$ cat config.mk
export PLATFORM = sky130hd
export DESIGN_NAME = traffic_phase_fsm
export DESIGN_NICKNAME = d
export VERILOG_FILES = /design/src/rtl/traffic_pkg.sv /design/src/rtl/phase_timer.sv /design/src/rtl/traffic_phase_fsm.sv
export SDC_FILE = /design/constraint.sdc
export NUM_CORES = 1
export LEC_CHECK = 0
export CAP_MARGIN = 20
export CORE_UTILIZATION = 43
export CTS_CLUSTER_DIAMETER = 50
export DETAILED_ROUTE_END_ITERATION = 8
export DONT_BUFFER_PORTS = 1
export SYNTH_ARGS = -nofsm -noshare
export SYNTH_HDL_FRONTEND = slang
export SYNTH_SLANG_ARGS = --single-unit
$ cat constraint.sdc
create_clock -name clk -period 6.2 [get_ports clk]
set_input_delay 1.24 -clock clk [delete_from_list [all_inputs] [get_ports clk]]
set_output_delay 1.24 -clock clk [all_outputs]
set_load 0.01 [all_outputs]
$ cat src/rtl/traffic_pkg.sv
// Shared definitions for the intersection phase sequencer.
// Contents: phase codes, lamp encodings {red, yellow, green}, phase width,
// and lamp decode helpers used by traffic_phase_fsm.
package traffic_pkg;

    localparam int unsigned PHASE_W = 3;
    localparam int unsigned LAMP_W  = 3;

    typedef enum logic [PHASE_W-1:0] {
        PH_MG  = 3'd0,
        PH_MY  = 3'd1,
        PH_ARA = 3'd2,
        PH_SG  = 3'd3,
        PH_SY  = 3'd4,
        PH_ARB = 3'd5
    } phase_e;

    localparam logic [LAMP_W-1:0] LAMP_RED = 3'b100;
    localparam logic [LAMP_W-1:0] LAMP_YEL = 3'b010;
    localparam logic [LAMP_W-1:0] LAMP_GRN = 3'b001;

    // Main-road lamps for a phase; anything not main-green/yellow is red.
    function automatic logic [LAMP_W-1:0] main_lamp(input logic [PHASE_W-1:0] ph);
        case (ph)
            PH_MG:   main_lamp = LAMP_GRN;
            PH_MY:   main_lamp = LAMP_YEL;
            default: main_lamp = LAMP_RED;
        endcase
    endfunction

    // Side-road lamps for a phase; anything not side-green/yellow is red.
    function automatic logic [LAMP_W-1:0] side_lamp(input logic [PHASE_W-1:0] ph);
        case (ph)
            PH_SG:   side_lamp = LAMP_GRN;
            PH_SY:   side_lamp = LAMP_YEL;
            default: side_lamp = LAMP_RED;
        endcase
    endfunction

endpackage

$ cat src/rtl/phase_timer.sv
// Per-phase tick counter.
// Ports: clk, rst (async, active-high); tick (time-base pulse); clr (phase
// change, zero the count); limit (phase duration in ticks); sat (hold at
// limit-1 instead of advancing); done = tick on the terminal count.
module phase_timer #(
    parameter int unsigned CW = 4
) (
    input  logic          clk,
    input  logic          rst,
    input  logic          tick,
    input  logic          clr,
    input  logic [CW-1:0] limit,
    input  logic          sat,
    output logic          done
);

    logic [CW-1:0] cnt_q;
    logic [CW-1:0] cnt_d;
    logic          at_end;

    assign at_end = (cnt_q == (limit - CW'(1)));
    assign done   = tick & at_end;

    // Count ticks; a saturating phase parks on its terminal count.
    always_comb begin
        cnt_d = cnt_q;
        if (clr) begin
            cnt_d = '0;
        end else if (tick && !(sat && at_end)) begin
            cnt_d = cnt_q + CW'(1);
        end
    end

    always_ff @(posedge clk or posedge rst) begin
        if (rst) begin
            cnt_q <= '0;
        end else begin
            cnt_q <= cnt_d;
        end
    end

endmodule

$ cat src/rtl/traffic_phase_fsm.sv
// Six-phase sequencer for a main/side intersection with a main-road
// pedestrian crossing, timed by the divider's tick pulse.
// Ports: clk, rst (async, active-high); tick (time base); side_req (level
// sensor); ped_req (button pulse, latched); main_rgy / side_rgy (lamps,
// {red, yellow, green}); ped_walk (walk lamp); phase (current phase code).
// All outputs are flops updated on the phase-register edge.
module traffic_phase_fsm
    import traffic_pkg::*;
#(
    parameter int unsigned T_MG = 6,
    parameter int unsigned T_Y  = 3,
    parameter int unsigned T_AR = 1,
    parameter int unsigned T_SG = 4,
    parameter int unsigned CW   = 4
) (
    input  logic               clk,
    input  logic               rst,
    input  logic               tick,
    input  logic               side_req,
    input  logic               ped_req,
    output logic [LAMP_W-1:0]  main_rgy,
    output logic [LAMP_W-1:0]  side_rgy,
    output logic               ped_walk,
    output logic [PHASE_W-1:0] phase
);

    logic [PHASE_W-1:0] phase_q,    phase_d;
    logic               ped_pend_q, ped_pend_d;
    logic               walk_en_q,  walk_en_d;
    logic [LAMP_W-1:0]  main_rgy_q, main_rgy_d;
    logic [LAMP_W-1:0]  side_rgy_q, side_rgy_d;
    logic               ped_walk_q, ped_walk_d;

    logic [CW-1:0]      timer_limit;
    logic               timer_sat;
    logic               timer_clr;
    logic               timer_done;
    logic               req;

    // Duration of the phase currently being timed.
    always_comb begin
        case (phase_q)
            PH_MG:         timer_limit = CW'(T_MG);
            PH_MY, PH_SY:  timer_limit = CW'(T_Y);
            PH_SG:         timer_limit = CW'(T_SG);
            default:       timer_limit = CW'(T_AR);
        endcase
    end

    // Only main green waits for a request, so only it saturates.
    assign timer_sat = (phase_q == PH_MG);
    assign timer_clr = (phase_d != phase_q);

    phase_timer #(
        .CW (CW)
    ) u_phase_timer (
        .clk   (clk),
        .rst   (rst),
        .tick  (tick),
        .clr   (timer_clr),
        .limit (timer_limit),
        .sat   (timer_sat),
        .done  (timer_done)
    );

    // A press on the exiting tick counts even before it reaches the latch.
    assign req = side_req | ped_pend_q | ped_req;

    // Next phase, pedestrian bookkeeping and lamp decode.
    always_comb begin
        phase_d    = phase_q;
        ped_pend_d = ped_pend_q | ped_req;
        walk_en_d  = walk_en_q;

        case (phase_q)
            PH_MG:   if (timer_done && req) phase_d = PH_MY;
            PH_MY:   if (timer_done)        phase_d = PH_ARA;
            PH_ARA:  if (timer_done)        phase_d = PH_SG;
            PH_SG:   if (timer_done)        phase_d = PH_SY;
            PH_SY:   if (timer_done)        phase_d = PH_ARB;
            PH_ARB:  if (timer_done)        phase_d = PH_MG;
            default:                        phase_d = PH_ARB;
        endcase

        // SG entry consumes any pending or same-edge press into this walk.
        if ((phase_d == PH_SG) && (phase_q != PH_SG)) begin
            walk_en_d  = ped_pend_q | ped_req;
            ped_pend_d = 1'b0;
        end else if ((phase_q == PH_SG) && (phase_d != PH_SG)) begin
            walk_en_d  = 1'b0;
        end

        main_rgy_d = main_lamp(phase_d);
        side_rgy_d = side_lamp(phase_d);
        ped_walk_d = (phase_d == PH_SG) & walk_en_d;
    end

    always_ff @(posedge clk or posedge rst) begin
        if (rst) begin
            phase_q    <= PH_MG;
            ped_pend_q <= 1'b0;
            walk_en_q  <= 1'b0;
            main_rgy_q <= LAMP_GRN;
            side_rgy_q <= LAMP_RED;
            ped_walk_q <= 1'b0;
        end else begin
            phase_q    <= phase_d;
            ped_pend_q <= ped_pend_d;
            walk_en_q  <= walk_en_d;
            main_rgy_q <= main_rgy_d;
            side_rgy_q <= side_rgy_d;
            ped_walk_q <= ped_walk_d;
        end
    end

    assign phase    = phase_q;
    assign main_rgy = main_rgy_q;
    assign side_rgy = side_rgy_q;
    assign ped_walk = ped_walk_q;

endmodule

; Word-level counts from Yosys, hierarchy flattened
; Cells that the tools add are included.
[op_classes]
add_sub_neg = 2
eq_ne = 12
n_mux = 15
bitwise_logic = 5
n_reduce_logical = 10
[ops]
columns = cell, n
row1 = 2-to-1 mux 3 bit, 6
row2 = case mux 3 bit (6 select lines), 1
row3 = case mux 3 bit (2 select lines), 2
row4 = "== test 3 x 2 -> 1 bit, second input constant", 3
row5 = "== test 3 bit, second input constant", 3
row6 = case mux 3 bit (3 select lines), 1
row7 = 2-to-1 mux 4 bit, 2
row8 = "== test 3 x 1 -> 1 bit, second input constant", 2
row9 = zero test 3 bit, 2
row10 = "!= test 3 x 2 -> 1 bit, second input constant", 2
row11 = logical AND 1 bit, 5
row12 = "adder 4 x 1 -> 4 bit, second input constant", 1
row13 = == test 4 bit, 1
row14 = "subtractor 3 x 1 -> 4 bit, second input constant", 1
row15 = 2-to-1 mux 1 bit, 3
row16 = != test 3 bit, 1
row17 = bitwise OR 1 bit, 3
row18 = AND 1 bit, 2
row19 = nonzero test 2 bit, 1
row20 = OR reduction 2 bit, 1
row21 = zero test 1 bit, 1
[word_totals]
regBits = 16
input_bits = 5
output_inout_bits = 10
word_cells = 51

; Depth between registers and ports, before layout
; Gate-level depths: netlist (run 1).
[depth]
word_depth = 14
mapped_depth = 10
mapped_depth_nobuf = 8

; Hierarchy
; Synthesis (run 1) repeated with hierarchy kept, for this count alone.
[unflattened]
cells_unflattened = 88
area_unflattened_um2 = 884.6
[modules_own_cells]
columns = mod, n_inst, cells_per_inst, area_per_inst_um2, seq_area_each_um2
row1 = traffic_phase_fsm, 1, 58, 564.3, 302.8
row2 = phase_timer, 1, 30, 320.3, 100.1

; Worst setup path after synthesis (run 1)
; Ideal clock, no wire load.
[synth_timing]
path_type = register to register
from = register phase_q[1], in the netlist phase[1]
to = register main_rgy_q[2], in the netlist main_rgy[2]
setup_time_ns = 0.125
arrival_ns = 2.308
setup_slack_ns = 3.767
path_stages_with_launch = 11
path_cell_list = dfrtp_1 buf_6 xor2_2 nor2_1 ha_1 xnor2_1 o211a_4 o211ai_2 or2_1 buf_6 mux2_4
[synth_via]
elab_chain_cells = 11
elab_cells_between_ends = 22
[synth_lines]
columns = item, line
row1 = start: declaration, traffic_phase_fsm.sv:27  ; logic [PHASE_W-1:0] phase_q, phase_d;
row2 = start signal: assignment, traffic_phase_fsm.sv:107  ; phase_q <= phase_d;
row3 = == test 3 bit or == test 3 x 1 -> 1 bit (tied branches), "traffic_phase_fsm.sv:42, traffic_phase_fsm.sv:75"
row4 = OR reduction 2 bit, traffic_phase_fsm.sv:42  ; case (phase_q)
row5 = case mux 3 bit (3 select lines), traffic_phase_fsm.sv:42
row6 = subtractor 3 x 1 -> 4 bit, phase_timer.sv:21  ; assign at_end = (cnt_q == (limit - CW'(1)));
row7 = == test 4 bit, phase_timer.sv:21
row8 = AND 1 bit, phase_timer.sv:22  ; assign done = tick & at_end;
row9 = logical AND 1 bit, traffic_phase_fsm.sv:76  ; PH_MG: if (timer_done && req) phase_d = PH_MY;
row10 = 2-to-1 mux 3 bit, traffic_phase_fsm.sv:76
row11 = case mux 3 bit (6 select lines) (*), traffic_phase_fsm.sv:75  ; case (phase_q)
row12 = == test 3 x 1 -> 1 bit or zero test 3 bit (tied branches), traffic_pkg.sv:24  ; case (ph)
row13 = case mux 3 bit (2 select lines) (*), traffic_pkg.sv:24
row14 = via main_rgy_d[2], traffic_phase_fsm.sv:30  ; logic [LAMP_W-1:0] main_rgy_q, main_rgy_d;
row15 = end signal: assignment, traffic_phase_fsm.sv:110  ; main_rgy_q <= main_rgy_d;
row16 = end: declaration, traffic_phase_fsm.sv:30
; The timed path passes the listed nets; every way through them passes the cells marked *.
; A chain may end at the register's enable or synchronous reset.

; Worst setup path after layout (run 1)
[layout_timing]
from = register phase_q[0], in the netlist phase[0]
to = register main_rgy_q[2], in the netlist main_rgy[2]
; The elaborated chain is that of the path after synthesis.

==> run_results.csv, run 1 <==
group,metric,value,unit
run_status,outcome,"completed",
die,ios,15,
die,core,1960,µm²
hold_path,hold_start,"walk_en_q",
clocking,ctsResizeCount,0,
flow_run,cap_violations,0,
yosys,ys_top_cells_by_area,"dfrtp_1, dfstp_2, a21oi_1, o21ai_0, o211a_4",
sta,clock_skew,0.00314,ns
worst_setup_path,startpoint_type,"flip-flop",
power,leakagePower,0.000400,µW
die,start_util,45.5,%
power,finalPower,510,µW
yosys,synth.avg_cell_area,10.1,µm²
clocking,root_buffer,"clkbuf_4",
power,peakVddDrop,0.252,mV
global_route,grt_antenna_before_repair,0,
sta,relSlewSlack,61.0,%
global_route,grt_pass1_vias,538,
placement,gp_congestion,0.728,
die,dieArea,2260,µm²
global_route,grt.overflow.total,0,
hold_path,hold-path-cell-count,2,
finish,multiInputGateArea,435,µm²
global_route,track_usage,15.2,%
worst_setup_path,setup.worst_path.class,"flip-flop to flip-flop",
finish,layout_commonest_cell,"dfrtp_1",
clocking,clk_pin_slew,0.09,ns
route,via_per_inst,5.40,
worst_setup_path,rr_startpoint,"phase[0]",
clocking,htreeDepth,1,
sta,setup_violations,0,
sta,slew_viol_final,0,
clocking,post_cts_buffers,0,
worst_setup_path,rrSetupSlack,3.32,ns
yosys,syn-cell-area,892,µm²
yosys,synth_warnings,0,
sta,fin_crit,2.88,ns
sta,worst_pin_slew,0.584,ns
clocking,tritoncts,"yes",
yosys,ys_types,32,
clocking,numCtsBuffers,3,
finish,diodes,0,
route,drc,0,
global_route,grt_pass1_wl,2440,µm
finish,seqCellArea,403,µm²
placement,hpwl,1070,µm
worst_setup_path,slowest_stage,"dfrtp_1",
worst_setup_path,cp_max_fo,14,
worst_setup_path,endpoint_kind,"flip-flop",
power,power_density,550,nW/µm²
finish,fin_cells,114,
sta,fmax,347,MHz
sta,finalHoldViolations,0,
worst_setup_path,slowest_delay,0.67,ns
hold_path,hp-class,"flip-flop to flip-flop",
yosys,synth_cells,88,
die,rows,16,
sta,rsz0062_at_grt,"no",
die,die_w,47.6,µm
global_route,grt_max_degree,17,
finish,fillCellCount,203,
clocking,clk_latency,0.28,ns
route,dr_total_vias,616,
worst_setup_path,r2r_end,"main_rgy[2]",
worst_setup_path,cp.required,6.37,ns
route,drt_iter0_drc,2,
finish,drive_gt1_share,16.1,%
sta,finalSetupTns,0,ns
yosys,yosysTopAreaCellShare,39.3,%
yosys,ys_seq_area_share,45.2,%
placement,place_inst,110,
finish,layout.cells.most_common_list,"dfrtp_1, a21oi_1, o21ai_0, nand2_1",
route,post_drt_wl_per_cell,12.9,µm
clocking,holdBufCountCts,0,
clocking,cts_num_sinks,16,
hold_path,min_to,"walk_en_q",
worst_setup_path,crit_chain,"xor2_2 > nor2_1 > ha_1 > xnor2_1 > nor4_4 > o211ai_2 > or2_1 > mux2_4",
finish,syn_to_final_growth,3.93,%
placement,port_buffers,0,
sta,min_period_over_period,46.5,%
yosys,syn_nets,95,
sta,whs,0.527,ns
finish,fin_nets,95,
yosys,yosysTopAreaCell,"dfrtp_1",
route,routed_wl,1470,µm
route,drtPass1Iterations,4,
clocking,cts.path.max_buffers,2,
worst_setup_path,r2r_cells,8,
worst_setup_path,worstPathArrival,3.06,ns
die,chipHeight,47.6,µm
yosys,ys_ff_latch,16,
route,ant_nets,0,
## state kept, by name, indices dropped and copies added, names as in the netlist
signal / flops
u_phase_timer.cnt_q: 4
main_rgy: 3
phase: 3
side_rgy: 3
ped_pend_q: 1
ped_walk: 1
walk_en_q: 1
## metal layers
| metal | track usage [%] | wire, µm | vias up |
|---|---|---|---|
| li1 | - | - | 311 |
| met1 | 22.3 | 744 | 292 |
| met2 | 21.6 | 650 | 13 |
| met3 | 6.42 | 73 | 0 |
| met4 | 1.67 | 0 | 0 |
| met5 | 0 | 0 | - |
## power breakdown
part / switching [µW] / internal [µW]
Sequential: 61.9 / 147
Clock: 32.0 / 35.7
Combinational: 131 / 102
Total: 225 / 285
## cell families after synthesis
group / after synthesis / share of synthesized area, %
XOR/XNOR: 3 / 3.79
AND/OR/NAND/NOR: 28 / 17.7
adder cells (fa/ha/maj): 2 / 2.80
multiplexers: 3 / 4.49
AO/OA/AOI/OAI: 26 / 20.1
buffers and inverters: 10 / 6.03
flip-flops: 16 / 45.2
## cell type report
type                    instances  area share, %
inverters                       5           2.02
multi-input cells              62           47.0
clock buffers                   4           3.91
well taps                      27           3.64
flip-flops and latches         16           43.5
## worst max-delay path, delay by kind of cell, from the launching register on
family / cells / cell delay, ns
AO/OA/AOI/OAI: 1 / 0.48
XOR/XNOR: 2 / 0.62
adder cells (fa/ha/maj): 1 / 0.23
flip-flops: 1 / 0.67
multiplexers: 1 / 0.32
AND/OR/NAND/NOR: 3 / 0.46
## cells in the mapped netlist (all sizes together)
library cell and instances:
a21o 1, a21oi 9, a31oi 1, buf 3, clkbuf 2, dfrtp 14, dfstp 2, ha 2
inv 5, mux2 2, mux2i 1, nand2 6, nand2b 2, nand3 3, nand3b 1, nor2 5
nor3 3, nor4 2, o211a 2, o211ai 3, o21ai 8, o31a 1, o41ai 1, or2 2
or3 3, or4 1, xnor2 2, xor2 1
## worst max-delay path by stage
stage	slack, ns	from	end	cells past startpoint
2_1_floorplan	3.77	phase[1]	main_rgy[2]	10
3_5_place_dp	3.35	phase[0]	main_rgy[2]	8
5_1_grt	3.10	phase[0]	phase[2]	8
4_1_cts	3.32	phase[0]	main_rgy[2]	8
3_3_place_gp	3.42	phase[0]	phase[2]	8
6_report	3.32	phase[0]	main_rgy[2]	8
## through the flow
stage / setup slack, ns / util (%) / cell area [µm²]
2_1_floorplan: 3.77 / - / 892
3_3_place_gp: 3.42 / 45.4 / 891
3_5_place_dp: 3.35 / 45.4 / 891
4_1_cts: 3.32 / 47.3 / 927
5_1_grt: 3.10 / 47.3 / 927
6_report: 3.32 / 47.3 / 927
Power figures use the tool's default switching activity.
==> inputs of run 2 (changes only) <==
- clock period: 6.2 -> 2.8 ns (I/O delays scaled with it)
==> run_results.csv, run 2 (same netlist as run 1, synthesis figures left out) <==
group,metric,value,unit
run_status,outcome,"completed",
worst_setup_path,worstPathArrival,2.57,ns
route,post_drt_wl_per_cell,13.7,µm
sta,finalHoldViolations,0,
finish,diodes,0,
worst_setup_path,r2r_cells,8,
finish,largest_reg_flops,4,
finish,drive_gt1_share,19.8,%
route,dr_wl_met3,76,µm
global_route,grt.overflow.total,0,
sta,worst_pin_slew,0.602,ns
finish,fin_nets,99,
die,ios,15,
hold_path,hp-class,"input port to asynchronous set/reset pin",
finish,fin_util,48.8,%
sta,fin_crit,2.39,ns
global_route,grt_pass1_wl,2610,µm
worst_setup_path,setup.worst_path.class,"flip-flop to flip-flop",
finish,syn_to_final_growth,7.29,%
route,dr_total_vias,657,
clocking,cts_num_sinks,16,
route,via_per_inst,5.57,
route,ant_nets,0,
sta,clock_skew,0.00427,ns
sta,rsz0062_at_grt,"no",
die,core,1960,µm²
clocking,clk_latency,0.28,ns
clocking,clk_pin_slew,0.09,ns
sta,relSlewSlack,59.8,%
route,top_layer,"met4",
route,drtPass1Iterations,4,
finish,layout.cells.most_common_list,"dfrtp_1, a21oi_1, o21ai_0, nand2_1",
sta,fmax,418,MHz
route,dr_wl_met2,740,µm
finish,layout_commonest_cell,"dfrtp_1",
clocking,cts.path.max_buffers,2,
clocking,tritoncts,"yes",
placement,gp_congestion,0.781,
sta,setup_violations,0,
clocking,post_cts_buffers,0,
sta,whs,0.219,ns
die,chipHeight,47.6,µm
die,start_util,45.5,%
clocking,holdBufCountCts,0,
global_route,grt_pass1_vias,590,
die,rows,16,
clocking,ctsResizeCount,0,
global_route,track_usage,16.7,%
global_route,grt_antenna_before_repair,0,
clocking,root_buffer,"clkbuf_4",
clocking,numCtsBuffers,3,
placement,hpwl,1220,µm
sta,slew_viol_final,0,
die,dieArea,2260,µm²
sta,min_period_over_period,85.5,%
sta,finalSetupTns,0,ns
worst_setup_path,cp.required,2.97,ns
power,leakagePower,0.000419,µW
worst_setup_path,cp_max_fo,5,
power,peakVddDrop,0.567,mV
worst_setup_path,endpoint_kind,"flip-flop",
clocking,htreeDepth,1,
worst_setup_path,startpoint_type,"flip-flop",
die,die_w,47.6,µm
route,drt_iter0_drc,5,
route,drc,0,
power,power_density,1240,nW/µm²
route,routed_wl,1610,µm
placement,port_buffers,0,
route,wl_met1,781,µm
global_route,grt_max_degree,17,
finish,top_register,"u_phase_timer.cnt_q",
flow_run,cap_violations,0,
==> run 2: worst max-delay path: stages, from the launching register on <==
cell and delay (ns):
dfrtp_1 0.42, xor2_2 0.28, nor2_1 0.08, ha_1 0.22, xnor2_1 0.33, o211a_4 0.25, o211ai_2 0.08, or2_1 0.31
mux2_4 0.32
==> run 2: path summary, 6_finish.rpt <==
| check | slack [ns] | startpoint | to |
|---|---|---|---|
| worst max-delay path | 0.41 | phase[0] | phase[2] |
| worst min-delay path | 0.22 | rst | u_phase_timer.cnt_q[1] |
| worst max register to register | 0.41 | phase[0] | phase[2] |
| worst min register to register | 0.51 | walk_en_q | walk_en_q |
| max in group asynchronous | 2.19 | rst | main_rgy[1] |
| min in group clk | 0.40 | tick | u_phase_timer.cnt_q[0] |
==> run 2: metrics by stage <==
| step | total power, µW | cell area [µm²] | std cells | worst slack (ns) |
|---|---|---|---|---|
| after global routing | 1290 | 957 | 118 | 0.283 |
| after floorplan | 925 | 892 | 88 | 0.367 |
| after detailed placement | 1050 | 921 | 114 | 0.399 |
| after global placement | 1020 | 921 | 114 | 0.476 |
| after CTS | 1200 | 957 | 118 | 0.369 |
| final | 1190 | 957 | 118 | 0.405 |
==> run 2: cell type report <==
class / instances / area, µm²
fillers: 210 / 1000
multi-input cells: 62 / 435
well taps: 27 / 33.8
repair buffers: 4 / 30.0
inverters: 5 / 18.8
clock buffers: 4 / 36.3
flip-flops and latches: 16 / 403
==> run 2: power by group <==
part / switching [µW] / leakage, µW / internal [µW] / total (µW)
combinational: 370 / 0.000199 / 261 / 631
clock: 71.8 / 0.0000210 / 79.2 / 151
sequential: 77.0 / 0.000199 / 327 / 404
total: 519 / 0.000419 / 668 / 1190
==> run 2: layer usage <==
| layer | GRT usage [%] | up-vias |
|---|---|---|
| met5 | 0 | - |
| met4 | 6.67 | 0 |
| met3 | 5.66 | 2 |
| met2 | 24.4 | 16 |
| met1 | 22.6 | 320 |
| li1 | - | 319 |
==> inputs of run 3 (changes only) <==
- ABC_CLOCK_PERIOD_IN_PS: unset -> 2800
- GPL_TIMING_DRIVEN: unset -> 0
==> run_results.csv, run 3 (same netlist as run 1, synthesis figures left out) <==
group,metric,value,unit
sta,fin_crit,2.62,ns
sta,finalSetupTns,0,ns
worst_setup_path,cp_max_fo,10,
finish,fin_nets,100,
clocking,root_buffer,"clkbuf_4",
die,rows,16,
finish,drive_gt1_share,19.6,%
route,drt_iter0_drc,10,
die,start_util,45.5,%
power,peakVddDrop,0.529,mV
worst_setup_path,r2r_cells,9,
route,routed_wl,1570,µm
worst_setup_path,slowest_delay,0.48,ns
worst_setup_path,crit_chain,"clkbuf_1 > a21o_1 > ha_1 > xnor2_1 > o211a_4 > o211ai_2 > or2_1 > buf_6 > mux2_4",
finish,top_register,"u_phase_timer.cnt_q",
clocking,numCtsBuffers,3,
clocking,post_cts_buffers,0,
power,netSwitchingFraction,43.6,%
worst_setup_path,startpoint_type,"flip-flop",
route,ant_nets,0,
global_route,grt.overflow.total,0,
sta,fmax,382,MHz
clocking,cts_num_sinks,16,
power,power_frac_comb,51.6,%
finish,largest_reg_flops,4,
die,chipHeight,47.6,µm
clocking,clk_latency,0.27,ns
clocking,tritoncts,"yes",
power,pwr-share-seq,35.7,%
route,drtPass1Iterations,4,
finish,multiInputGateArea,435,µm²
clocking,holdBufCountCts,0,
power,p_sw,514,µW
hold_path,hp-class,"input port to asynchronous set/reset pin",
finish,layout_commonest_cell,"dfrtp_1",
die,die_w,47.6,µm
worst_setup_path,cp.required,2.97,ns
power,p_clk_share,12.8,%
power,leakagePower,0.000420,µW
die,ios,15,
clocking,cts.path.max_buffers,2,
worst_setup_path,crit_buf_inv,2,
worst_setup_path,cp.depth,9,
worst_setup_path,endpoint_kind,"flip-flop",
clocking,clk_pin_slew,0.10,ns
finish,fillCellCount,198,
sta,worst_pin_slew,0.606,ns
flow_run,cap_violations,0,
route,dr_total_vias,646,
worst_setup_path,setup.worst_path.class,"flip-flop to flip-flop",
clocking,htreeDepth,1,
placement,gp_congestion,0.744,
route,post_drt_wl_per_cell,13.2,µm
worst_setup_path,crit_family,"compound AO/OA/AOI/OAI gates",
route,drc,0,
power,internal_power,663,µW
worst_setup_path,slowest_stage,"dfrtp_1",
finish,seqCellArea,403,µm²
global_route,grt_max_degree,17,
sta,min_period_over_period,93.5,%
finish,diodes,0,
global_route,grt_pass1_wl,2540,µm
die,dieArea,2260,µm²
die,core,1960,µm²
sta,relSlewSlack,59.6,%
global_route,grt_antenna_before_repair,0,
sta,whs,0.231,ns
route,via_per_inst,5.43,
sta,rsz0062_at_grt,"no",
finish,layout.cells.most_common_list,"dfrtp_1, a21oi_1, o21ai_0, nand2_1",
worst_setup_path,worstPathArrival,2.79,ns
sta,finalHoldViolations,0,
run_status,outcome,"completed",
sta,setup_violations,0,
sta,clock_skew,0.00331,ns
finish,syn_to_final_growth,7.99,%
global_route,grt_pass1_vias,604,
placement,hpwl,1190,µm
power,power_density,1220,nW/µm²
clocking,ctsResizeCount,0,
sta,slew_viol_final,0,
placement,port_buffers,0,
global_route,track_usage,15.4,%
[run 3: cell count changes in the layout (fill, tap and decap cells not counted), sizes merged]
cell,delta
buf,-1
clkbuf,+2
[run 3: path summary, 6_finish.rpt]
check                          start  slack (ns)                     end
min reg2reg                walk_en_q        0.52               walk_en_q
min                              rst        0.23                phase[2]
min in group clk                tick        0.42  u_phase_timer.cnt_q[0]
max in group asynchronous        rst        2.18                phase[1]
max reg2reg                 phase[0]        0.18             main_rgy[2]
max                         phase[0]        0.18             main_rgy[2]
[run 3: power by group through the flow]
stage	registers (µW)	clock network (µW)	logic, µW
4_1_cts	421	155	609
3_5_place_dp	427	0	607
6_report	420	150	607
2_1_floorplan	409	0	516
3_3_place_gp	420	0	596
5_1_grt	436	166	688
[run 3: per-layer routing]
metal,track usage (%),part of all wire [%]
met4,3.33,0.76
met3,3.40,5.0
met5,0,0
met2,25.5,45
met1,20.8,49
[run 3: through the flow]
step | utilization, % | setup slack [ns] | cells | cell area [µm²] | total power, µW
5_1_grt | 49.1 | 0.0495 | 119 | 963 | 1290
6_report | 49.1 | 0.182 | 119 | 963 | 1180
4_1_cts | 49.0 | 0.152 | 119 | 962 | 1190
3_3_place_gp | 47.2 | 0.195 | 115 | 926 | 1020
2_1_floorplan | - | 0.367 | 88 | 892 | 925
3_5_place_dp | 47.2 | 0.175 | 115 | 926 | 1030
[run 3: worst register-to-register path, cell delays in order (launching register included)]
cell and delay [ns]:
dfrtp_1 0.48, clkbuf_1 0.25, a21o_1 0.23, ha_1 0.18, xnor2_1 0.33, o211a_4 0.25, o211ai_2 0.11, or2_1 0.26
buf_6 0.14, mux2_4 0.28
[run 3: final cells by class]
class | instances | share of cell area, %
plain buffers | 5 | 3.77
clock buffers | 4 | 3.77
flip-flops and latches | 16 | 41.8
multi-input cells | 62 | 45.2
well taps | 27 | 3.51
inverters | 5 | 1.95
